<file path="config.mk">
export PLATFORM = sky130hd
export DESIGN_NAME = clk_div_prog
export DESIGN_NICKNAME = d
export VERILOG_FILES = /design/src/rtl/clk_div_prog.sv
export SDC_FILE = /design/constraint.sdc
export NUM_CORES = 1
export LEC_CHECK = 0
export BUFFER_PORTS_ARGS = -buffer_cell sky130_fd_sc_hd__buf_2
export CAP_MARGIN = 20
export CORE_AREA = 2 2 131 183
export DETAILED_ROUTE_END_ITERATION = 10
export DIE_AREA = 0 0 133 185
export GPL_TIMING_DRIVEN = 0
export PLACE_DENSITY = 0.57
export SYNTH_ARGS = -nofsm -noshare
export SYNTH_HDL_FRONTEND = slang
export SYNTH_SLANG_ARGS = --single-unit
</file>
<file path="constraint.sdc">
create_clock -name clk -period 4.7 [get_ports clk]
set_input_delay 0.235 -clock clk [delete_from_list [all_inputs] [get_ports clk]]
set_output_delay 0.235 -clock clk [all_outputs]
set_load 0.05 [all_outputs]
</file>
<file path="src/rtl/clk_div_prog.sv">
// Programmable multi-channel clock divider with a glitch-free CPU clock mux and single-step mode.
// Divisor writes take effect at the channel's next wrap; source switches park clk_cpu low in between.
module clk_div_prog #(
  parameter int CNT_W   = 32,
  parameter int NCH     = 2,
  parameter int DIV_W   = 16,
  parameter int DIV_RST = 15,
  parameter int STEP_HI = 4
) (
  input  logic             clk,
  input  logic             rst,
  output logic [CNT_W-1:0] clkdiv,
  input  logic             cfg_wr,
  input  logic [2:0]       cfg_ch,
  input  logic [DIV_W-1:0] cfg_div,
  output logic             cfg_ack,
  input  logic [2:0]       sel,
  input  logic             step,
  output logic [NCH-1:0]   ch_en,
  output logic [NCH-1:0]   ch_out,
  output logic             clk_cpu,
  output logic             busy
);

  localparam int HW = $clog2(STEP_HI + 1);
  localparam logic [HW-1:0] HMAX = HW'(STEP_HI - 1);

  typedef enum logic [2:0] {S_RUN, S_DRAIN, S_HOLD, S_STEP_IDLE, S_STEP_HI} state_t;

  logic [DIV_W-1:0] div_act  [NCH];
  logic [DIV_W-1:0] div_pend [NCH];
  logic [DIV_W-1:0] cnt      [NCH];

  state_t          state, state_nxt;
  logic [2:0]      cur, cur_nxt, req_ch;
  logic [HW-1:0]   hcnt, hcnt_nxt;
  logic            pend, pend_nxt;
  logic            clk_cpu_nxt, req_step, cur_out, cur_rise, step_rise, step_q;
  logic [1:0]      step_sync;

  always_ff @(posedge clk or posedge rst) begin
    if (rst) begin
      clkdiv  <= '0;
      cfg_ack <= 1'b0;
    end else begin
      clkdiv  <= clkdiv + CNT_W'(1);
      cfg_ack <= cfg_wr;
    end
  end

  // Pending divisor is promoted only at a wrap, so a half-period is never cut short.
  always_ff @(posedge clk or posedge rst) begin
    if (rst) begin
      ch_en  <= '0;
      ch_out <= '0;
      for (int unsigned i = 0; i < NCH; i++) begin
        div_act[i]  <= DIV_W'(DIV_RST);
        div_pend[i] <= DIV_W'(DIV_RST);
        cnt[i]      <= '0;
      end
    end else begin
      for (int unsigned i = 0; i < NCH; i++) begin
        if (cnt[i] == div_act[i]) begin
          cnt[i]     <= '0;
          ch_en[i]   <= 1'b1;
          ch_out[i]  <= ~ch_out[i];
          div_act[i] <= div_pend[i];
        end else begin
          cnt[i]   <= cnt[i] + DIV_W'(1);
          ch_en[i] <= 1'b0;
        end
        if (cfg_wr && (32'(cfg_ch) == i))
          div_pend[i] <= cfg_div;
      end
    end
  end

  always_ff @(posedge clk or posedge rst) begin
    if (rst) begin
      step_sync <= '0;
      step_q    <= 1'b0;
    end else begin
      step_sync <= {step_sync[0], step};
      step_q    <= step_sync[1];
    end
  end

  assign step_rise = step_sync[1] & ~step_q;
  assign req_step  = (sel == 3'd7);
  assign req_ch    = (32'(sel) < NCH) ? sel : '0;

  always_comb begin
    cur_out  = 1'b0;
    cur_rise = 1'b0;
    for (int unsigned i = 0; i < NCH; i++) begin
      if (32'(cur) == i) begin
        cur_out  = ch_out[i];
        cur_rise = ch_en[i] & ch_out[i];
      end
    end
  end

  always_ff @(posedge clk or posedge rst) begin
    if (rst) begin
      state   <= S_RUN;
      cur     <= '0;
      hcnt    <= '0;
      pend    <= 1'b0;
      clk_cpu <= 1'b0;
    end else begin
      state   <= state_nxt;
      cur     <= cur_nxt;
      hcnt    <= hcnt_nxt;
      pend    <= pend_nxt;
      clk_cpu <= clk_cpu_nxt;
    end
  end

  // HOLD always targets cur, so cur is switched to the requested channel on entry.
  always_comb begin
    state_nxt = state;
    cur_nxt   = cur;
    hcnt_nxt  = hcnt;
    pend_nxt  = pend;
    case (state)
      S_RUN: begin
        if (req_step || (req_ch != cur))
          state_nxt = S_DRAIN;
      end
      S_DRAIN: begin
        if (!clk_cpu) begin
          if (req_step) begin
            state_nxt = S_STEP_IDLE;
            hcnt_nxt  = '0;
            pend_nxt  = 1'b0;
          end else begin
            state_nxt = S_HOLD;
            cur_nxt   = req_ch;
          end
        end
      end
      S_HOLD: begin
        if (req_step) begin
          state_nxt = S_STEP_IDLE;
          hcnt_nxt  = '0;
          pend_nxt  = 1'b0;
        end else if (req_ch != cur) begin
          cur_nxt = req_ch;
        end else if (cur_rise) begin
          state_nxt = S_RUN;
        end
      end
      S_STEP_IDLE: begin
        if (!req_step) begin
          state_nxt = S_HOLD;
          cur_nxt   = req_ch;
        end else begin
          if (hcnt != HMAX)
            hcnt_nxt = hcnt + HW'(1);
          // A step arriving before the low phase is long enough waits in pend.
          if ((step_rise || pend) && (hcnt == HMAX)) begin
            state_nxt = S_STEP_HI;
            hcnt_nxt  = '0;
            pend_nxt  = 1'b0;
          end else if (step_rise) begin
            pend_nxt = 1'b1;
          end
        end
      end
      S_STEP_HI: begin
        if (hcnt == HMAX) begin
          state_nxt = S_STEP_IDLE;
          hcnt_nxt  = '0;
        end else begin
          hcnt_nxt = hcnt + HW'(1);
        end
      end
      default: state_nxt = S_RUN;
    endcase
  end

  always_comb begin
    clk_cpu_nxt = 1'b0;
    busy        = (state == S_DRAIN) || (state == S_HOLD);
    case (state)
      S_RUN:       clk_cpu_nxt = cur_out;
      S_DRAIN:     clk_cpu_nxt = clk_cpu & cur_out;
      S_HOLD:      clk_cpu_nxt = (state_nxt == S_RUN);
      S_STEP_IDLE: clk_cpu_nxt = (state_nxt == S_STEP_HI);
      S_STEP_HI:   clk_cpu_nxt = (state_nxt == S_STEP_HI);
      default:     clk_cpu_nxt = 1'b0;
    endcase
  end

endmodule

</file>
Word-level counts from Yosys, hierarchy flattened:

Index checks and enable logic that the tools add are counted.

* register bits: 147
* latch bits: 0
* bits in writable memories: 0
* bits in read-only memories: 0
* input bits: 26
* output and inout bits: 39
* logic and storage cells: 103
* memories kept: 0

* add/subtract/negate cells: 4
* $mul: 0
* div/mod/pow operators: 0
* $lt $le $gt $ge: 1
* eq/ne operators: 19
* shift-type cells: 0
* multiplexer cells: 38
* bitwise logic cells: 7
* reduce and logical (&&, ||, !) cells: 16

Operators with widths (number)
* $mux W3: 19
* $add A16 B1 Y16 const B: 2
* $add A32 B1 Y32 const B: 1
* $eq A16 B16 Y1: 2
* $mux W16: 2
* $pmux W3 S5: 1
* $logic_not A3 Y1: 4
* $mux W1: 12
* $pmux W3 S4: 1
* $reduce_and A4 Y1: 3
* $eq A3 B1 Y1 const B: 3
* $eq A3 B2 Y1 const B: 3
* $eq A3 B3 Y1 const B: 3
* $pmux W3 S3: 1
* $ne A2 B2 Y1 const B: 4
* $ne A3 B3 Y1 const B: 2
* $and A1 B1 Y1: 4
* $pmux W1 S4: 1
* $reduce_bool A4 Y1: 1
* $add A3 B1 Y3 const B: 1
* $logic_and A1 B1 Y1: 3
* $logic_or A1 B1 Y1: 3
* $lt A3 B2 Y1 const B: 1
* $ne A3 B2 Y1 const B: 1
* 5 further kinds: 7

Logic depth before layout (Yosys ltp):

Gate-level depths: netlist of the first run.

* depth after elaboration: 9
* depth in mapped cells: 7
* depth with buffers taken out: 6

Worst setup path before layout of the first run:

No wires, ideal clock.

* path kind: reg2reg
* from: register clkdiv[0]
* to: register clkdiv[22]
* library setup time: 0.145 ns
* data arrival time: 1.923 ns
* required time: 4.555 ns
* slack: 2.632 ns
* cell stages (with the launch flop): 7
* buffers on the path: 1
* clock period less this slack: 2.068 ns
* cells stage by stage: dfrtp_1 ha_1 nand4_1 or2_2 clkbuf_1 nor4_1 xor2_1

* cells in the longest elaborated chain, start to end: 1

RTL lines
* start, declared: line 12 `output logic [CNT_W-1:0] clkdiv,`
* start signal, assigned: line 46 `clkdiv <= clkdiv + CNT_W'(1);`
* $add A32 B1 Y32: line 46

Every way passes these cells.
A chain may end at the register's enable or synchronous reset.

Worst setup path after layout of the first run:

* from: register cnt[4] (netlist name)
* to: register div_act[5] (netlist name)

* cells in the longest elaborated chain, start to end: 1

RTL lines
* start, declared: line 32 `logic [DIV_W-1:0] cnt [NCH];`
* start signal, assigned by index: line 69 `cnt[i] <= cnt[i] + DIV_W'(1);`
* $eq A16 B16 Y1: line 63 `if (cnt[i] == div_act[i]) begin`
* end signal, assigned by index: line 57 `div_act[i] <= DIV_W'(DIV_RST);`
* end signal, assigned by index: line 67 `div_act[i] <= div_pend[i];`
* end, declared: line 30 `logic [DIV_W-1:0] div_act [NCH];`

Every way passes these cells.

==> results.yml, run 1 <==
critical_path:
  cp_slowest_stage_delay_ps: 500
  crit_required_ps: 5000
  r2r-start: "cnt[4]"
  timing.critical_path.fanout_max: 10
  crit_arrival_ps: 2460
  reg2reg_to: "div_act[5]"
  worstSetupStartpointType: "flop"
  crit_family: "simple AND/OR/NAND/NOR gates"
  ff2ff_setup_slack_ps: 2550
  critPathCaptureType: "flop"
  cp_slowest_cell: "nor4_4"
  crit_type: "reg -> reg"
  cp_num_buf_inv: 1
  crit_chain: "xnor2_1, nand4_1, nor4_4, buf_6, mux2_4"
  worstRegToRegCells: 5
timing:
  max_freq_mhz: 464.4
  max_slew_margin_pct: 44.37
  holdWs_ps: -23.75
  finalHoldViolations: 37
  skew_ps: 11.81
  setup_violations: 0
  rsz0062_at_grt: "no"
  worst_pin_slew_ps: 832.3
  min_period_over_period_pct: 45.81
  drv_slew: 0
  worst_slack_ps: 2547
  period_minus_slack_ps: 2153
clock_tree:
  cts_buffers: 17
  clk_path_buf_depth: 2
  ctsHtreeMaxLevel: 4
  root_buffer: "clkbuf_16"
  postCtsHoldBufs: 2
  post-cts-setup-buffers: 0
  insertion_delay_ps: 430
  tritoncts: "done"
  clock_sinks: 147
  clk_pin_slew_ps: 70
  cts_resized: 0
power:
  p_leak_nw: 3.598
  powerDensity_nw_per_um2: 502.8
  vdd_ir_drop_max_v: 0.0002623
  finalPower_mw: 4.111
placed_design:
  place.gp.congestion: 0.7621
  io_buffers: 64
  place.detailed.hpwl_mm: 9.833
  place_ws_ps: 2529
die:
  die_h_um: 185
  start_util_pct: 29.44
  dieWidth_um: 133
  die_area_um2: 24610
  rows: 66
  io_pins: 65
  coreArea_um2: 23040
synth:
  netlist_area_um2: 6783
  synthArstFlopShare_pct: 100.0
  synth_warnings: 0
  synth-seq-cells: 147
  synth_edf_count: 0
  synth_top_area_share_pct: 48.33
  ys_top_cells_by_area: "dfrtp_1, xnor2_1, mux2_2"
  synth_cell_types: 50
  synth.net_count: 586
  synth_top_cell_by_area: "dfrtp_1"
  synth_flop_cell: "dfrtp_1"
  syn_inst: 554
  yosysSeqAreaShare_pct: 54.53
  avgSynthCellArea_um2: 12.24
cells_and_area:
  syn2layout_area_growth_pct: 20.53
  layout_commonest_cell: "dfrtp_1"
  layout_common_cells: "dfrtp_1, buf_2, xnor2_1, mux2_2, nor2_1"
  post_route_cells_drive_above_1_share_pct: 29.56
  fillers: 2283
  antenna_cells: 0
  nNetsFinal: 672
drt:
  dr.pass1.iters: 4
  routed.top_layer: "met4"
  drtIter0Drc: 145
  wl_per_cell_um: 14.46
  wl_met3_um: 445
  final_antenna_net_count: 0
  vias: 4372
  vias_per_cell: 4.559
  wl_met2_mm: 7.404
  wl_met1_mm: 5.711
  totalWireLength_mm: 13.87
  drc: 0
status:
  failed_checks: "hold timing"
  outcome: "finished, violations left"
global_routing:
  grt_antenna_before_repair: 0
  grt_pass1_wl_mm: 22.84
  gr-total-overflow: 0
  grt_max_degree: 88
  grt_pass1_vias: 4412
  globalRouteTotalUtil_pct: 11.85
run:
  drv_cap: 0
hold_path:
  hp-class: "in -> async"
cell type report:
| type | instances | area, um^2 | share of cell area [%] |
|---|---|---|---|
| plain buffers | 23 | 137.6 | 1.684 |
| well taps | 306 | 382.9 | 4.683 |
| multi-input cells | 375 | 2913 | 35.63 |
| repair buffers | 67 | 367.9 | 4.500 |
| clock inverters | 11 | 176.4 | 2.158 |
| flip-flops and latches | 147 | 3699 | 45.24 |
| inverters | 9 | 38.79 | 0.4744 |
| clock buffers | 21 | 460.4 | 5.632 |
where the power goes:
part | internal, mW | switching, mW | leakage (nW)
registers | 1.55 | 0.222 | 1.87
clock network | 0.922 | 0.544 | 0.308
logic | 0.442 | 0.431 | 1.42
total | 2.91 | 1.20 | 3.60
metrics by stage:
stage	util (%)	instance area, um^2	instances	setup TNS [ps]
floorplan	-	6783	554	0
global placement	32.49	7486	924	-190120
detailed placement	32.63	7518	925	0
CTS	35.48	8175	959	0
global route	35.48	8175	959	0
finish	35.48	8175	959	0
per-layer routing:
layer	global-route usage [%]	vias to the layer above
met5	0	-
met2	21.35	68
met4	5.161	0
met1	13.33	2155
li1	-	2126
met3	2.819	23
Yosys cell counts (2+ instances only):
cell type,count
nand3_1,24
o22a_1,3
nor4_4,2
mux2_2,42
or3_1,8
buf_4,2
nor3b_1,3
o211ai_1,2
xnor2_1,55
nand4b_1,2
ha_1,6
mux2_1,3
inv_1,9
clkbuf_1,11
nor4_1,5
or2_2,2
a221o_1,2
nand4_1,27
and4_1,8
nand3b_1,3
dfstp_2,16
nand2_1,25
and2_1,5
xor2_1,30
buf_2,5
nor4bb_1,2
o21ai_0,7
a22o_1,2
nand2b_1,2
a211oi_1,2
nor3_1,10
mux2_4,20
nor2_1,36
nor2b_1,7
a21oi_1,12
dfrtp_1,131
and3_1,6
buf_6,5
how the worst max path moves through the flow:
stage	start	end	cells after the start
after global routing	cnt[22]	div_act[20]	5
final	cnt[4]	div_act[5]	5
after floorplan	rst	cfg_ack	1
after global placement	rst	state[1]	2
after CTS	cnt[22]	div_act[20]	5
after detailed placement	cnt[22]	div_act[29]	5
worst reg2reg max path, stage by stage (launching register included):
cell and delay [ps]:
dfrtp_1 440, xnor2_1 330, nand4_1 200, nor4_4 500, buf_6 260, mux2_4 320
state kept, by name, indices dropped and copies added (netlist names), 3 cells and up:
name / count
div_pend: 32
state: 3
div_act: 32
hcnt: 3
cnt: 32
cur: 3
clkdiv: 32
logic make-up (layout without fill, tap and decap cells):
group / after synthesis / count (layout) / share of synthesized area, %
muxes: 66 / 66 / 12.05
xor gates and xnor gates: 86 / 86 / 11.22
AOI/OAI and AO/OA: 36 / 36 / 3.487
buffers and inverters: 32 / 131 / 2.527
and+or+nand+nor: 181 / 181 / 15.09
DFF: 147 / 147 / 54.53
adders and majority gates: 6 / 6 / 1.107
Power figures use the tool's default switching activity.
==> inputs of run 2 (changes only) <==
clock period = 2.12 ns   (was 4.7 ns; I/O delays follow)
==> run 2 against run 1 <==
The run now ends clean. Critical path type unchanged. Sequential cell count unchanged. Die area did not move. Cell count increased by 2.4%. Worst hold slack gained 98 ps. Largest power group unchanged. Fmax grew 8.2%. Wire length increased by 1.2%. Via count grew 2.1%. Clock power up 95%. Sequential share of layout area decreased by 0.90 points. First-iteration DRC count is 22% higher. Global-route usage is 0.55 points higher.
==> results.yml, run 2 (synthesized netlist as in run 1, its figures left out) <==
status:
  outcome: "complete, no violations"
cells_and_area:
  nNetsFinal: 695
  post_route_cells_drive_above_1_share_pct: 30.03
  fillers: 2271
  multi_input_area_um2: 2925
  layout_common_cells: "dfrtp_1, buf_2, xnor2_1, mux2_2, nor2_1"
  regArea_um2: 3699
  antenna_cells: 0
  syn2layout_area_growth_pct: 22.97
  layout_commonest_cell: "dfrtp_1"
  instances_no_fill: 982
drt:
  vias: 4464
  vias_per_cell: 4.546
  wl_per_cell_um: 14.29
  totalWireLength_mm: 14.04
  drc: 0
  dr.pass1.iters: 6
  drtIter0Drc: 177
  final_antenna_net_count: 0
global_routing:
  gr-total-overflow: 0
  grt_max_degree: 43
  grt_antenna_before_repair: 0
  globalRouteTotalUtil_pct: 12.40
  grt_pass1_wl_mm: 24.05
  grt_pass1_vias: 4762
placed_design:
  place.detailed.hpwl_mm: 10.01
  io_buffers: 64
  place_ws_ps: -55.98
  dp_cells: 927
  place.gp.congestion: 0.7573
timing:
  holdWs_ps: 74.15
  skew_ps: 8.971
  min_period_over_period_pct: 93.84
  worst_slack_ps: 130.6
  max_freq_mhz: 502.7
  finalHoldViolations: 0
  max_slew_margin_pct: 43.60
  setup_violations: 0
  drv_slew: 0
  period_minus_slack_ps: 1989
  worst_pin_slew_ps: 844.2
die:
  io_pins: 65
  rows: 66
  die_h_um: 185
  start_util_pct: 29.44
  coreArea_um2: 23040
  die_area_um2: 24610
  dieWidth_um: 133
clock_tree:
  cts_buffers: 17
  insertion_delay_ps: 430
  root_buffer: "clkbuf_16"
  ctsHtreeMaxLevel: 4
  clk_pin_slew_ps: 70
  clk_path_buf_depth: 2
  clock_sinks: 147
  tritoncts: "done"
hold_path:
  hp-class: "in -> reg"
power:
  vdd_ir_drop_max_v: 0.0006135
  finalPower_mw: 8.756
  p_leak_nw: 3.666
  powerDensity_nw_per_um2: 1050
run:
  drv_cap: 0
critical_path:
  critPathCaptureType: "flop"
  worstSetupStartpointType: "flop"
  crit_required_ps: 2420
  crit_type: "reg -> reg"
  timing.critical_path.fanout_max: 10
  crit_arrival_ps: 2290
[run 2: cell count changes in the layout (fill, tap and decap cells not counted), moves of 3 or more]
cell	previous run	this run
clkinv_2	1	5
buf_4	2	6
bufinv_16	4	1
buf_12	0	3
dlygate4sd3_1	2	19
clkinvlp_4	1	4
[run 2: path summary, 6_finish.rpt]
path                       slack [ps]  cells past startpoint    startpoint            to
max reg2reg                       130                      6        cnt[6]    div_act[5]
max                               130                      6        cnt[6]    div_act[5]
min reg2reg                       350                      0  step_sync[0]  step_sync[1]
min                                70                      3        sel[2]        cur[0]
min in group asynchronous         390                      3           rst    clkdiv[28]
max in group asynchronous         480                      6           rst   div_act[17]
[run 2: stage by stage]
| step | TNS [ps] | area (um^2) | utilization, % |
|---|---|---|---|
| 2_1_floorplan | 0 | 6787 | - |
| 3_3_place_gp | -120910 | 7490 | 32.51 |
| 3_5_place_dp | -652.8 | 7550 | 32.77 |
| 4_1_cts | 0 | 8305 | 36.05 |
| 5_1_grt | -1.556 | 8341 | 36.20 |
| 6_report | 0 | 8341 | 36.20 |
[run 2: worst max-delay path, stage by stage, from the launching register on]
cell and delay (ps):
dfrtp_1 320, clkbuf_1 290, xnor2_1 160, nand4_1 180, nor4_4 380, buf_6 230
mux2_4 310
[run 2: per-layer routing]
metal,GRT usage (%),part of all wire [%]
met5,0,0
met4,4.860,2.1
met3,3.065,3.3
met2,22.72,54
met1,13.76,41
[run 2: report_power, final]
part           switching [mW]  internal, mW
combinational           0.944          1.01
sequential              0.499          3.43
clock                    1.24          1.62
total                    2.69          6.07
[run 2: final cells by class]
| type | count | area share (%) |
|---|---|---|
| Clock inverter | 15 | 1.590 |
| Tap cell | 306 | 4.590 |
| Sequential cell | 147 | 44.34 |
| Timing Repair Buffer | 90 | 7.201 |
| Clock buffer | 17 | 5.101 |
| Buffer | 23 | 1.650 |
| Multi-Input combinational cell | 375 | 35.07 |
| Inverter | 9 | 0.4500 |
[run 2: repair_timing]
item | 4_1_cts | 5_1_grt
buffers inserted | 1 | 3
hold buffers | 19 | 0
resized for setup | 0 | 2
setup endpoints to repair | 18 | 21
endpoints found under the hold margin | 70 | 0
pin swaps | 2 | 1
==> inputs of run 3 (changes only) <==
CELL_PAD_IN_SITES_DETAIL_PLACEMENT = 2   (was unset)
CELL_PAD_IN_SITES_GLOBAL_PLACEMENT = 2   (was unset)
PLACE_DENSITY = 0.72   (was 0.57)
==> run 3 against run 2 <==
Via count up 4.6%. First-iteration DRC count down 37%. Non-clock buffer count decreased by 5. Count of clock-buffer cells in the layout rose by 7. Fmax decreased by 1.9%. Total power is 6.2% higher. Setup slack worse by 39 ps. Critical path depth down 1. Clock power is 14% higher. Die area stayed put. Cell count decreased by 0.51%. Sequential share of layout area shrank 0.36 points. Critical endpoint is now div_act[12].
==> results.yml, run 3 (synthesized netlist as in run 1, its figures left out) <==
critical_path:
  crit_type: "reg -> reg"
  crit_family: "simple AND/OR/NAND/NOR gates"
  cp_num_buf_inv: 1
  critPathCaptureType: "flop"
  worstSetupStartpointType: "flop"
  crit_chain: "xnor2_1, nand4_1, nor4_4, buf_4, mux2_2"
  timing.critical_path.fanout_max: 5
  cp_slowest_cell: "dfrtp_1"
  crit_arrival_ps: 2340
  cp_slowest_stage_delay_ps: 450
  crit_required_ps: 2430
drt:
  wl_per_cell_um: 17.82
  dr.pass1.iters: 4
  vias_per_cell: 4.779
  final_antenna_net_count: 0
  drc: 0
  drtIter0Drc: 111
  vias: 4669
  totalWireLength_mm: 17.41
clock_tree:
  clock_sinks: 147
  insertion_delay_ps: 430
  clk_path_buf_depth: 2
  cts_buffers: 17
  root_buffer: "clkbuf_16"
  tritoncts: "done"
  clk_pin_slew_ps: 60
  ctsHtreeMaxLevel: 4
cells_and_area:
  multi_input_area_um2: 2938
  layout_commonest_cell: "dfrtp_1"
  instances_no_fill: 977
  antenna_cells: 0
  syn2layout_area_growth_pct: 23.98
  design_area_um2: 8409
  post_route_cells_drive_above_1_share_pct: 29.81
  finish.utilization_pct: 36.50
  layout_common_cells: "dfrtp_1, buf_2, xnor2_1, mux2_2, nor2_1"
  regArea_um2: 3699
  fillers: 2398
  nNetsFinal: 690
timing:
  worst_slack_ps: 91.55
  skew_ps: 8.899
  setup_tns_ps: 0
  max_slew_margin_pct: 42.47
  drv_slew: 0
  finalHoldViolations: 0
  worst_pin_slew_ps: 860.8
  period_minus_slack_ps: 2028
  max_freq_mhz: 493.0
  rsz0062_at_grt: "no"
  min_period_over_period_pct: 95.68
  holdWs_ps: 95.46
  setup_violations: 0
global_routing:
  grt_max_degree: 43
  grt_pass1_wl_mm: 28.79
  globalRouteTotalUtil_pct: 15.07
  gr-total-overflow: 0
  grt_pass1_vias: 5425
  grt_antenna_before_repair: 0
run:
  drv_cap: 0
placed_design:
  io_buffers: 64
  dp_cells: 927
  place_ws_ps: -166.4
  place.detailed.hpwl_mm: 12.57
  place.gp.congestion: 0.7581
  place_area_um2: 7550
die:
  coreArea_um2: 23040
  io_pins: 65
  dieWidth_um: 133
  rows: 66
  start_util_pct: 29.44
  die_area_um2: 24610
  die_h_um: 185
power:
  vdd_ir_drop_max_v: 0.0005746
  powerDensity_nw_per_um2: 1106
  finalPower_mw: 9.302
  p_leak_nw: 3.689
hold_path:
  hp-class: "in -> reg"
status:
  outcome: "complete, no violations"
==> run 3: cell count changes in the layout (fill, tap and decap cells not counted) <==
cell	change
clkbuf_8	+4
xnor2_1	-1
nor3_2	+1
bufinv_16	+3
xnor2_2	+1
inv_6	-3
buf_4	-2
nor3_1	-1
clkinv_4	-1
clkinv_2	-4
clkinvlp_4	-1
inv_8	-1
==> run 3: final cells by class <==
type / instances / area share (%)
Inverter: 9 / 0.4464
Buffer: 20 / 1.503
Clock buffer: 24 / 5.847
Clock inverter: 8 / 1.771
Multi-Input combinational cell: 375 / 34.94
Tap cell: 306 / 4.553
Timing Repair Buffer: 88 / 6.963
Sequential cell: 147 / 43.98
==> run 3: layer usage <==
metal  up-vias  share of wire, %  track usage (%)
li1       2151                 -                -
met1      2440                37            15.21
met2        60                59            30.24
met3        18               2.1            2.819
met4         0               1.6            5.677
met5         -                 0                0
==> run 3: worst reg2reg max path: stages (launching register included) <==
cell and delay (ps):
dfrtp_1 450, xnor2_1 310, nand4_1 260, nor4_4 320
buf_4 230, mux2_2 350
==> run 3: worst paths after layout <==
| check | start | end | slack, ps | cells after the start |
|---|---|---|---|---|
| max reg2reg | cnt[10] | div_act[12] | 90 | 5 |
| max in group asynchronous | rst | div_pend[11] | 580 | 6 |
| max | cnt[10] | div_act[12] | 90 | 5 |
| min in group asynchronous | rst | clkdiv[26] | 350 | 3 |
| min | sel[2] | cur[0] | 100 | 3 |
| min reg2reg | step_sync[0] | step_sync[1] | 350 | 0 |
==> run 3: power breakdown <==
part | switching [mW] | leakage [nW] | internal (mW)
Clock | 1.17 | 0.307 | 2.10
Combinational | 1.02 | 1.51 | 1.02
Sequential | 0.567 | 1.87 | 3.44
Total | 2.75 | 3.69 | 6.55
==> run 3: timing repair <==
action,CTS,global route
resized for setup,0,4
pin swaps,2,4
setup endpoints to repair,40,20
endpoints found under the hold margin,66,0
hold buffers,19,0
buffers inserted,2,0
